`config.mk`:
```
export PLATFORM = sky130hd
export DESIGN_NAME = ci_sequencer
export DESIGN_NICKNAME = d
export VERILOG_FILES = /design/src/rtl/ci_sequencer_pkg.sv /design/src/rtl/ci_req_fifo.sv /design/src/rtl/ci_sequencer.sv
export SDC_FILE = /design/constraint.sdc
export NUM_CORES = 1
export LEC_CHECK = 0
export ABC_AREA = 0
export CAP_MARGIN = 40
export CELL_PAD_IN_SITES_DETAIL_PLACEMENT = 1
export CELL_PAD_IN_SITES_GLOBAL_PLACEMENT = 1
export CORE_UTILIZATION = 25
export DETAILED_ROUTE_END_ITERATION = 16
export PLACE_DENSITY = 0.51
export SYNTH_ARGS = -nofsm -noshare
export SYNTH_HDL_FRONTEND = slang
export SYNTH_SLANG_ARGS = --single-unit
```
`constraint.sdc`:
```
create_clock -name clock_i -period 6.4 [get_ports clock_i]
set_clock_uncertainty 0.1 [all_clocks]
set_input_delay 0.96 -clock clock_i [delete_from_list [all_inputs] [get_ports clock_i]]
set_output_delay 0.96 -clock clock_i [all_outputs]
set_load 0.1 [all_outputs]
```
`src/rtl/ci_sequencer_pkg.sv`:
```
// Shared widths, request record and FSM state encoding for the CI sequencer.
package ci_sequencer_pkg;

  localparam int CI_ID_W   = 8;
  localparam int CI_DATA_W = 32;
  localparam int CI_CYC_W  = 16;
  localparam int CI_REQ_W  = CI_ID_W + 2 * CI_DATA_W;

  // One queued request as it sits in the FIFO.
  typedef struct packed {
    logic [CI_ID_W-1:0]   ci_n;
    logic [CI_DATA_W-1:0] value_a;
    logic [CI_DATA_W-1:0] value_b;
  } ci_req_t;

  typedef enum logic [1:0] {
    ST_IDLE  = 2'd0,
    ST_ISSUE = 2'd1,
    ST_WAIT  = 2'd2,
    ST_RESP  = 2'd3
  } ci_state_t;

endpackage

```
`src/rtl/ci_req_fifo.sv`:
```
// Synchronous request FIFO with count-based full/empty and a show-ahead head word.
module ci_req_fifo #(
  parameter int DEPTH = 4,
  parameter int WIDTH = 72
) (
  input  logic             clk_i,
  input  logic             srst_i,
  input  logic             push_i,
  input  logic [WIDTH-1:0] data_i,
  input  logic             pop_i,
  output logic [WIDTH-1:0] data_o,
  output logic             full_o,
  output logic             empty_o
);

  localparam int PTR_W = (DEPTH > 1) ? $clog2(DEPTH) : 1;
  localparam int CNT_W = $clog2(DEPTH + 1);

  logic [WIDTH-1:0] mem_q [DEPTH];
  logic [PTR_W-1:0] wr_ptr_q;
  logic [PTR_W-1:0] rd_ptr_q;
  logic [CNT_W-1:0] count_q;
  logic [CNT_W-1:0] count_d;
  logic             do_push;
  logic             do_pop;

  assign full_o  = (count_q == CNT_W'(DEPTH));
  assign empty_o = (count_q == '0);
  assign do_pop  = pop_i && !empty_o;
  // A pop frees the slot being written, so a push into a full queue is fine then.
  assign do_push = push_i && (!full_o || do_pop);
  // Head is read directly so the sequencer can load operands on the pop edge.
  assign data_o  = mem_q[rd_ptr_q];

  // Occupancy after this cycle's push/pop.
  always_comb begin
    count_d = count_q;
    if (do_push && !do_pop) begin
      count_d = count_q + 1'b1;
    end else if (!do_push && do_pop) begin
      count_d = count_q - 1'b1;
    end
  end

  // Storage write; contents need no reset because count gates every read.
  always_ff @(posedge clk_i) begin
    if (do_push) begin
      mem_q[wr_ptr_q] <= data_i;
    end
  end

  // Pointers wrap naturally since DEPTH is a power of two.
  always_ff @(posedge clk_i) begin
    if (srst_i) begin
      wr_ptr_q <= '0;
      rd_ptr_q <= '0;
      count_q  <= '0;
    end else begin
      if (do_push) wr_ptr_q <= wr_ptr_q + 1'b1;
      if (do_pop)  rd_ptr_q <= rd_ptr_q + 1'b1;
      count_q <= count_d;
    end
  end

endmodule

```
`src/rtl/ci_sequencer.sv`:
```
// CI initiator: queues requests, issues them one at a time, returns result/latency/timeout.
module ci_sequencer
  import ci_sequencer_pkg::*;
#(
  parameter int FIFO_DEPTH     = 4,
  parameter int TIMEOUT_CYCLES = 1024
) (
  input  logic        clock_i,
  input  logic        reset_i,
  input  logic        req_valid_i,
  output logic        req_ready_o,
  input  logic [7:0]  req_ci_n_i,
  input  logic [31:0] req_value_a_i,
  input  logic [31:0] req_value_b_i,
  output logic        ci_start_o,
  output logic [7:0]  ci_n_o,
  output logic [31:0] ci_value_a_o,
  output logic [31:0] ci_value_b_o,
  input  logic        ci_done_i,
  input  logic [31:0] ci_result_i,
  output logic        rsp_valid_o,
  input  logic        rsp_ready_i,
  output logic [31:0] rsp_result_o,
  output logic [7:0]  rsp_ci_n_o,
  output logic        rsp_timeout_o,
  output logic [15:0] rsp_cycles_o,
  output logic        err_spurious_o
);

  localparam logic [CI_CYC_W-1:0] TIMEOUT_C = CI_CYC_W'(TIMEOUT_CYCLES);

  ci_state_t             state_q;
  logic                  ci_start_q;
  logic [CI_ID_W-1:0]    ci_n_q;
  logic [CI_DATA_W-1:0]  ci_value_a_q;
  logic [CI_DATA_W-1:0]  ci_value_b_q;
  logic [CI_CYC_W-1:0]   cyc_q;
  logic [CI_CYC_W-1:0]   cyc_d;
  logic                  rsp_valid_q;
  logic [CI_DATA_W-1:0]  rsp_result_q;
  logic [CI_ID_W-1:0]    rsp_ci_n_q;
  logic                  rsp_timeout_q;
  logic [CI_CYC_W-1:0]   rsp_cycles_q;
  logic                  err_spurious_q;

  ci_req_t               fifo_wdata;
  ci_req_t               fifo_head;
  logic                  fifo_full;
  logic                  fifo_empty;
  logic                  fifo_pop;

  assign fifo_wdata = '{ci_n: req_ci_n_i, value_a: req_value_a_i, value_b: req_value_b_i};
  assign fifo_pop   = (state_q == ST_IDLE) && !fifo_empty;
  // Saturating increment of the in-flight cycle count.
  assign cyc_d      = (cyc_q == '1) ? cyc_q : cyc_q + 1'b1;

  ci_req_fifo #(
    .DEPTH (FIFO_DEPTH),
    .WIDTH (CI_REQ_W)
  ) u_fifo (
    .clk_i   (clock_i),
    .srst_i  (reset_i),
    .push_i  (req_valid_i && req_ready_o),
    .data_i  (fifo_wdata),
    .pop_i   (fifo_pop),
    .data_o  (fifo_head),
    .full_o  (fifo_full),
    .empty_o (fifo_empty)
  );

  // Issue FSM with registered CI and response outputs; one CI in flight at a time.
  always_ff @(posedge clock_i) begin
    if (reset_i) begin
      state_q        <= ST_IDLE;
      ci_start_q     <= 1'b0;
      ci_n_q         <= '0;
      ci_value_a_q   <= '0;
      ci_value_b_q   <= '0;
      cyc_q          <= '0;
      rsp_valid_q    <= 1'b0;
      rsp_result_q   <= '0;
      rsp_ci_n_q     <= '0;
      rsp_timeout_q  <= 1'b0;
      rsp_cycles_q   <= '0;
      err_spurious_q <= 1'b0;
    end else begin
      if (ci_done_i && (state_q == ST_IDLE || state_q == ST_RESP)) begin
        err_spurious_q <= 1'b1;
      end
      case (state_q)
        ST_IDLE: begin
          if (!fifo_empty) begin
            ci_n_q       <= fifo_head.ci_n;
            ci_value_a_q <= fifo_head.value_a;
            ci_value_b_q <= fifo_head.value_b;
            ci_start_q   <= 1'b1;
            state_q      <= ST_ISSUE;
          end
        end
        ST_ISSUE: begin
          ci_start_q <= 1'b0;
          if (ci_done_i) begin
            rsp_result_q  <= ci_result_i;
            rsp_cycles_q  <= '0;
            rsp_timeout_q <= 1'b0;
            rsp_ci_n_q    <= ci_n_q;
            rsp_valid_q   <= 1'b1;
            cyc_q         <= '0;
            state_q       <= ST_RESP;
          end else begin
            // The issue cycle is cycle 0, so the first WAIT cycle is cycle 1.
            cyc_q   <= CI_CYC_W'(1);
            state_q <= ST_WAIT;
          end
        end
        ST_WAIT: begin
          if (ci_done_i) begin
            rsp_result_q  <= ci_result_i;
            rsp_cycles_q  <= cyc_q;
            rsp_timeout_q <= 1'b0;
            rsp_ci_n_q    <= ci_n_q;
            rsp_valid_q   <= 1'b1;
            state_q       <= ST_RESP;
          end else if (cyc_q >= TIMEOUT_C) begin
            rsp_result_q  <= '0;
            rsp_cycles_q  <= cyc_q;
            rsp_timeout_q <= 1'b1;
            rsp_ci_n_q    <= ci_n_q;
            rsp_valid_q   <= 1'b1;
            state_q       <= ST_RESP;
          end else begin
            cyc_q <= cyc_d;
          end
        end
        ST_RESP: begin
          if (rsp_ready_i) begin
            rsp_valid_q <= 1'b0;
            state_q     <= ST_IDLE;
          end
        end
        default: state_q <= ST_IDLE;
      endcase
    end
  end

  assign req_ready_o    = !fifo_full;
  assign ci_start_o     = ci_start_q;
  assign ci_n_o         = ci_n_q;
  assign ci_value_a_o   = ci_value_a_q;
  assign ci_value_b_o   = ci_value_b_q;
  assign rsp_valid_o    = rsp_valid_q;
  assign rsp_result_o   = rsp_result_q;
  assign rsp_ci_n_o     = rsp_ci_n_q;
  assign rsp_timeout_o  = rsp_timeout_q;
  assign rsp_cycles_o   = rsp_cycles_q;
  assign err_spurious_o = err_spurious_q;

endmodule

```
# [Yosys cells after proc, flatten, opt, wreduce, memory -nomap -nowiden]
# Memory sizes are Yosys's and may differ from the RTL's. A register that Yosys moved wholly into a read port is not among the register bits.
# Cells that the tools add are included.
[classes] add_sub_neg=5 magnitude_cmp=1 eq_ne=12 n_mux=37 n_bitwise=1 n_reduce_logical=25
[ops] operator="$mux W16" n=6
[ops] operator="$mux W32" n=3
[ops] operator="$pmux W16 S2" n=2
[ops] operator="$pmux W32 S2" n=1
[ops] operator="$mux W8" n=3
[ops] operator="$add A16 B1 Y16 const B" n=1
[ops] operator="$eq A16 B16 Y1 const B" n=1
[ops] operator="$ge A16 B11 Y1 const B" n=1
[ops] operator="$pmux W8 S2" n=1
[ops] operator="$ne A2 B2 Y1 const B" n=6
[ops] operator="$mux W1" n=11
[ops] operator="$mux W2" n=4
[ops] operator="$pmux W2 S4" n=1
[ops] operator="$reduce_and A4 Y1" n=2
[ops] operator="$logic_and A1 B1 Y1" n=7
[ops] operator="$mux W3" n=2
[ops] operator="$reduce_and A3 Y1" n=2
[ops] operator="$reduce_bool A2 Y1" n=3
[ops] operator="$add A2 B1 Y2 const B" n=2
[ops] operator="$eq A2 B2 Y1 const B" n=2
[ops] operator="$logic_not A1 Y1" n=4
[ops] operator="$pmux W1 S2" n=2
[ops] operator="$reduce_and A2 Y1" n=2
[ops] operator="$add A3 B1 Y3 const B" n=1
[ops] operator="other kinds (10)" n=11
[totals] register_bits=85 ramBits=288 input_bits=109 output_inout_bits=133 wordCells=94 mem_count=1
[mem_list] memory="u_fifo.mem_q" depth=4 word_bits=72 read_ports=1 rd_clocked_by_memory_dff=1 write_ports=1 line_no="ci_req_fifo.sv:19" text="logic [WIDTH-1:0] mem_q [DEPTH];"

# [Depth between registers and ports, before layout]
# Gate-level depths: netlist of the first run.
[logic_depth] word_depth=10 depth_mapped=11 mapped_depth_nobuf=10

# [Cells and area by module]
# From an unflattened synthesis of the first run, not the netlist that was laid out.
[hier_totals] hier_cells=1076 hier_area_um2=16387.0
[by_module_without_submodules] module="ci_req_fifo" n_inst=1 cells_each=424 area_per_inst_um2=10944.2 seq_area_each_um2=8828.5
[by_module_without_submodules] module="ci_sequencer" n_inst=1 cells_each=652 area_per_inst_um2=5442.7 seq_area_each_um2=3002.9

# [Worst setup path before layout of the first run]
# Ideal clock, no wire load.
[synth_path] kind="in2reg" startpoint="in req_valid_i" endpoint="mem u_fifo.mem_q[0][0] (enable)" setup_time_ps=438 t_arrival_ps=3086 required_ps=5862 path_slack_ps=2776 path_stages=2 n_path_buf=0 cell_sequence="a21boi_1 > and2_1"
[synth_between] elab_chain_cells=4
[synth_lines] element="start, declared" line_no="ci_sequencer.sv:10" text="input logic req_valid_i,"
[synth_lines] element="$logic_and A1 B1 Y1" line_no="ci_sequencer.sv:63" text=".push_i (req_valid_i && req_ready_o),"
[synth_lines] element="$logic_and A1 B1 Y1" line_no="ci_req_fifo.sv:31" text="assign do_push = push_i && (!full_o || do_pop);"
[synth_lines] element="$mux W1" line_no="ci_req_fifo.sv:47" text="if (do_push) begin"
[synth_lines] element="$mux W1 (not written as such)" line_no="ci_req_fifo.sv:48" text="mem_q[wr_ptr_q] <= data_i;"
[synth_lines] element="end, declared" line_no="ci_req_fifo.sv:19"
# No other way between the ends.

# [Worst setup path after layout of the first run]
[layout_path] startpoint="in req_valid_i" endpoint="mem u_fifo.mem_q[2][42] (enable)"
[layout_between] elab_chain_cells=4
[layout_lines] element="$logic_and A1 B1 Y1" line_no="ci_sequencer.sv:63"
[layout_lines] element="$logic_and A1 B1 Y1" line_no="ci_req_fifo.sv:31"
[layout_lines] element="via u_fifo.do_push" line_no="ci_req_fifo.sv:24" text="logic do_push;"
[layout_lines] element="$mux W1" line_no="ci_req_fifo.sv:47"
[layout_lines] element="$mux W1 (not written as such)" line_no="ci_req_fifo.sv:48"
# The timed path passes the listed nets, and every way through them passes these cells.

==> metrics.txt, run 1 <==
CTS tree=done; setup TNS=0 ns; Starting Density=25.47%; Synth top area share=53.44%; global-route wire length before repair=67,590 um; met2 global-route usage=22.50%; diodes inserted=0; Clock Path Buffers=3; number of vias per cell=4.359; Final Instance Count excl. Fillers=2,305; worst vdd ir=0.0002885 V; Async S/R FF share, synth=0%; DRT Pass-1 Iters=4; initial drt markers=430; CTS root buffer=clkbuf_16; placed instance count=2,209; Yosys Warn Count=0; CTS H-tree lvls=2; utilization after layout=37.47%; final worst-path setup slack=3.062 ns; total power=11.57 mW; worst path required time=6.53 ns; antenna violations before repair=4; Die Ht=256.4 um; Synth cell types=53; Filler cells=6,413; status=completed; Synth area leader=edfxtp_1; Placed Instance Area=0.02213 mm^2; Hold Path Class=reg2reg; Final Hold Violating Endpoints=0; Post-DRT Antenna Nets=0; area delta synth->final=47.13%; setup violators final=0; Tmin final=3.338 ns; sequential share of the synthesized area=72.86%; Crit path max-delay family=buffers and inverters; Die X=256.4 um; Rel. slew slack=44.40%; Worst setup EP type=flip-flop; synth top area cells=edfxtp_1, dfxtp_1, mux4_2; Lkg Pwr=8.128 nW; post-CTS sizing=0; CTS clock-pin slew for the worst setup and hold paths=0.05 ns; Crit path largest cell delay=0.80 ns; RSZ-0062 raised after global routing=false; CP bufs+invs=2; vias in the first global route=10,900; syn nets=1,150; count leader, synth=edfxtp_1; CP startpoint kind=input port; gp weighted congestion=0.7265; Residual DRC=0; final slew viol count=0; fmax=0.2996 GHz; die area=0.06576 mm^2; Hold Worst Slack=0.3544 ns; DR vias=10,050; layout cell share with drive strength beyond 1=22.82%; Arr. time, crit path=3.47 ns; total clock sinks=445; Critical-path top delay cell=and2_4; mean area per synthesized cell=15.74 um^2; Maximum Capacitance Violations=0; Power Density=486.0 mW/mm^2; Worst Max-Slew Pin Slew=0.8321 ns; worst path cell trace=clkdlybuf4s50_1 -> a21boi_1 -> and2_4 -> buf_4; nets@finish=1,538; largest net degree at the start of global routing=59; GRT Total Usage=13.36%; fraction of met3 tracks used by global routing=2.995%; GRT busiest layer=met2; Cell Area, Synth=0.01618 mm^2; synthesized flop and latch total=445; final non-filler cell area=0.02381 mm^2; core area=0.06354 mm^2; dpl ws=2.412 ns; total wire length=43,790 um; count of hold-fix buffers inserted at cts=0; critical path peak fanout=46; Setup CP Type=in2reg; PortBufs=241; Avg WL per Cell=19.00 um; IO Count=242; cell row count=92; worst skew pair latency=0.59 ns; number of synthesized flops with an enable pin=288; CTS Buf Count=51; remaining global-route overflow=0; Post-Synthesis Cells=1,028; hpwl dp=28,430 um; Synth Flop Type=edfxtp_1; met1 layer usage reported by global route=17.17%; period utilisation layout=52.16%; Synth top cells by count=edfxtp_1, nand2_1, dfxtp_1; setup bufs post-CTS=0
-- registers in the layout, indices dropped and copies added, names as in the netlist --
name / cells
u_fifo.count_q: 3
rsp_ci_n_o: 8
cyc_q: 16
rsp_cycles_o: 16
u_fifo.mem_q: 288
err_spurious_o: 1
ci_value_a_o: 32
state_q: 2
rsp_valid_o: 1
ci_start_o: 1
ci_value_b_o: 32
ci_n_o: 8
rsp_result_o: 32
rsp_timeout_o: 1
u_fifo.rd_ptr_q: 2
u_fifo.wr_ptr_q: 2
-- kinds of logic after synthesis --
logic type	count (synthesis)	share of synthesized area, %
AOI/OAI and AO/OA	164	6.440
xor gates and xnor gates	7	0.3788
adders and majority gates	13	1.051
buffers and inverters	69	2.026
DFF	445	72.86
muxes	76	10.30
and+or+nand+nor	254	6.950
-- worst reg2reg max path, stage by stage (launching register included) --
cell and delay [ns]:
dfxtp_1 0.34, inv_1 0.15, ha_1 0.72, nor4b_4 0.60, a21boi_4 0.27, nor2_4 0.70
a22o_1 0.30
-- final timing paths --
kind | start | end | slack (ns) | cells past startpoint
setup / recovery | req_valid_i | u_fifo.mem_q[2][42]$_DFFE_PP_ | 3.06 | 4
hold / removal | rsp_cycles_o[12]$_SDFFE_PP0P_ | rsp_cycles_o[12]$_SDFFE_PP0P_ | 0.35 | 2
setup reg to reg | state_q[0]$_SDFFE_PP0P_ | rsp_result_o[25]$_SDFFE_PP0P_ | 3.15 | 6
hold reg to reg | rsp_cycles_o[12]$_SDFFE_PP0P_ | rsp_cycles_o[12]$_SDFFE_PP0P_ | 0.35 | 2
-- per-layer routing --
| layer | vias up | share of wire [%] |
|---|---|---|
| met5 | - | 0.082 |
| met4 | 6 | 1.9 |
| met1 | 5089 | 45 |
| met2 | 231 | 49 |
| li1 | 4658 | - |
| met3 | 63 | 5.0 |
-- placed cells by master (no fill, tap or decap), types with 16 or more instances in the layout --
master	instances
clkinv_2	16
nand3_1	21
mux4_2	72
a22o_1	32
nor2_1	16
edfxtp_1	288
clkbuf_16	54
a21oi_1	101
dfxtp_1	155
buf_8	96
clkdlybuf4s50_1	240
nand2_1	181
buf_16	43
-- power breakdown --
part / internal (mW) / leakage [nW] / switching [mW] / total (mW)
registers: 3.50 / 3.92 / 0.248 / 3.75
logic: 1.90 / 3.36 / 3.03 / 4.92
clock network: 1.71 / 0.845 / 1.19 / 2.90
total: 7.11 / 8.13 / 4.47 / 11.6
-- final cells by class --
class                      instances  area, um^2  share of cell area [%]
clock buffer                      71        1485                   6.237
clock inverter                    25       200.2                  0.8407
inverter                          13       50.05                  0.2102
multi-input combinational        514        4089                   17.17
sequential                       445       11800                   49.55
tap                              846        1059                   4.445
timing repair buffer             391        5130                   21.54
No activity file was read; power rests on OpenSTA's default activity.
==> run 2: changes to the inputs <==
--- a/config.mk
+++ b/config.mk
@@ -11,7 +11,7 @@
 export CELL_PAD_IN_SITES_GLOBAL_PLACEMENT = 1
 export CORE_UTILIZATION = 25
 export DETAILED_ROUTE_END_ITERATION = 16
-export PLACE_DENSITY = 0.51
+export PLACE_DENSITY = 0.53
 export SYNTH_ARGS = -nofsm -noshare
 export SYNTH_HDL_FRONTEND = slang
 export SYNTH_SLANG_ARGS = --single-unit
==> constraint.sdc (replaced) <==
create_clock -name clock_i -period 2.8 [get_ports clock_i]
set_clock_uncertainty 0.1 [all_clocks]
set_input_delay 0.42 -clock clock_i [delete_from_list [all_inputs] [get_ports clock_i]]
set_output_delay 0.42 -clock clock_i [all_outputs]
set_load 0.1 [all_outputs]
==> metrics.txt, run 2 (synthesized netlist as in run 1, its figures left out) <==
global-route wire length before repair=63,620 um; area delta synth->final=29.93%; RSZ-0062 raised after global routing=false; die area=0.06576 mm^2; Biggest register=u_fifo.mem_q; utilization after layout=33.09%; Filler cells=6,623; setup violators final=0; CTS H-tree lvls=2; total clock sinks=445; setup TNS=0 ns; layout cell share with drive strength beyond 1=25.22%; Avg WL per Cell=19.19 um; Die Ht=256.4 um; Worst setup EP type=flip-flop; largest net degree at the start of global routing=76; CP bufs+invs=3; Clock Path Buffers=3; DR vias=9,542; Lkg Pwr=7.239 nW; fmax=0.4245 GHz; CTS clock-pin slew for the worst setup and hold paths=0.06 ns; final slew viol count=0; CTS tree=done; CP startpoint kind=flip-flop; count of hold-fix buffers inserted at cts=0; Critical-path top delay cell=dfxtp_1; remaining global-route overflow=0; Tmin final=2.356 ns; setup bufs post-CTS=0; PortBufs=241; status=completed; worst vdd ir=0.0006607 V; post-CTS sizing=0; antenna violations before repair=5; Residual DRC=0; Rel. slew slack=49.64%; Setup CP Type=reg2reg; gp weighted congestion=0.7401; most common cell after layout, fill and taps aside=edfxtp_1; Starting Density=25.47%; number of vias per cell=4.371; nets@finish=1,417; Arr. time, crit path=2.76 ns; worst path cell trace=inv_1 -> ha_1 -> o31a_2 -> clkinv_2 -> ha_1 -> inv_1 -> fa_1 -> xor2_1 -> or3_1 -> a21oi_1; DRT Pass-1 Iters=4; period utilisation layout=84.13%; cell row count=92; hpwl dp=25,290 um; Final Hold Violating Endpoints=0; GRT Total Usage=12.67%; Hold Path Class=in2reg; Worst Max-Slew Pin Slew=0.7508 ns; Crit path max-delay family=adder cells; CTS Buf Count=50; vias in the first global route=10,270; max reg flops=288; Die X=256.4 um; IO Count=242; critical path peak fanout=5; Power Density=1143 mW/mm^2; Crit path largest cell delay=0.40 ns; worst skew pair latency=0.60 ns; Maximum Capacitance Violations=0; commonest non-fill, non-tap cells in the layout=edfxtp_1, nand2_1, dfxtp_1; initial drt markers=408; Post-DRT Antenna Nets=0; total wire length=41,890 um; worst path required time=3.21 ns; CTS root buffer=clkbuf_16; core area=0.06354 mm^2
## run 2: report_power, final
group,leakage [nW],switching [mW],internal (mW)
logic,2.55,6.52,2.59
registers,3.92,0.606,8.01
clock network,0.768,2.65,3.65
## run 2: final cells by class
class,count,area [um^2],area share (%)
antenna,1,2.502,0.01190
clock buffer,70,1386,6.593
clock inverter,23,195.2,0.9282
inverter,13,50.05,0.2380
multi-input combinational,514,4089,19.45
sequential,445,11800,56.11
tap,846,1059,5.034
timing repair buffer,271,2447,11.64
## run 2: path summary, 6_finish.rpt
path / start / slack [ns] / cells past startpoint / to
worst max-delay path: state_q[1]$_SDFFE_PP0P_ / 0.44 / 10 / u_fifo.count_q[2]$_SDFFE_PP0P_
worst min-delay path: reset_i / 0.09 / 2 / cyc_q[0]$_SDFFE_PP0P_
worst max register to register: state_q[1]$_SDFFE_PP0P_ / 0.44 / 10 / u_fifo.count_q[2]$_SDFFE_PP0P_
worst min register to register: rsp_ci_n_o[4]$_SDFFE_PP0P_ / 0.36 / 2 / rsp_ci_n_o[4]$_SDFFE_PP0P_
## run 2: stage by stage
stage	std cells	hold slack [ns]	setup slack [ns]	power, mW	instance area [um^2]
after floorplan	1028	0.3693	0.2258	15.40	16190
after global placement	2088	0.3417	0.2370	17.94	19420
after detailed placement	2089	0.3502	0.2679	18.10	19440
after CTS	2182	0.05230	0.4461	24.55	21030
after global routing	2182	0.06858	0.2473	25.22	21030
final	2183	0.09038	0.4443	24.03	21030
## run 2: layer usage
| metal | global-route usage, % | up-vias | share of wire [%] |
|---|---|---|---|
| met3 | 3.341 | 71 | 5.4 |
| li1 | - | 4404 | - |
| met4 | 3.968 | 10 | 2.4 |
| met5 | 0 | - | 0.17 |
| met2 | 21.22 | 216 | 48 |
| met1 | 15.89 | 4841 | 44 |
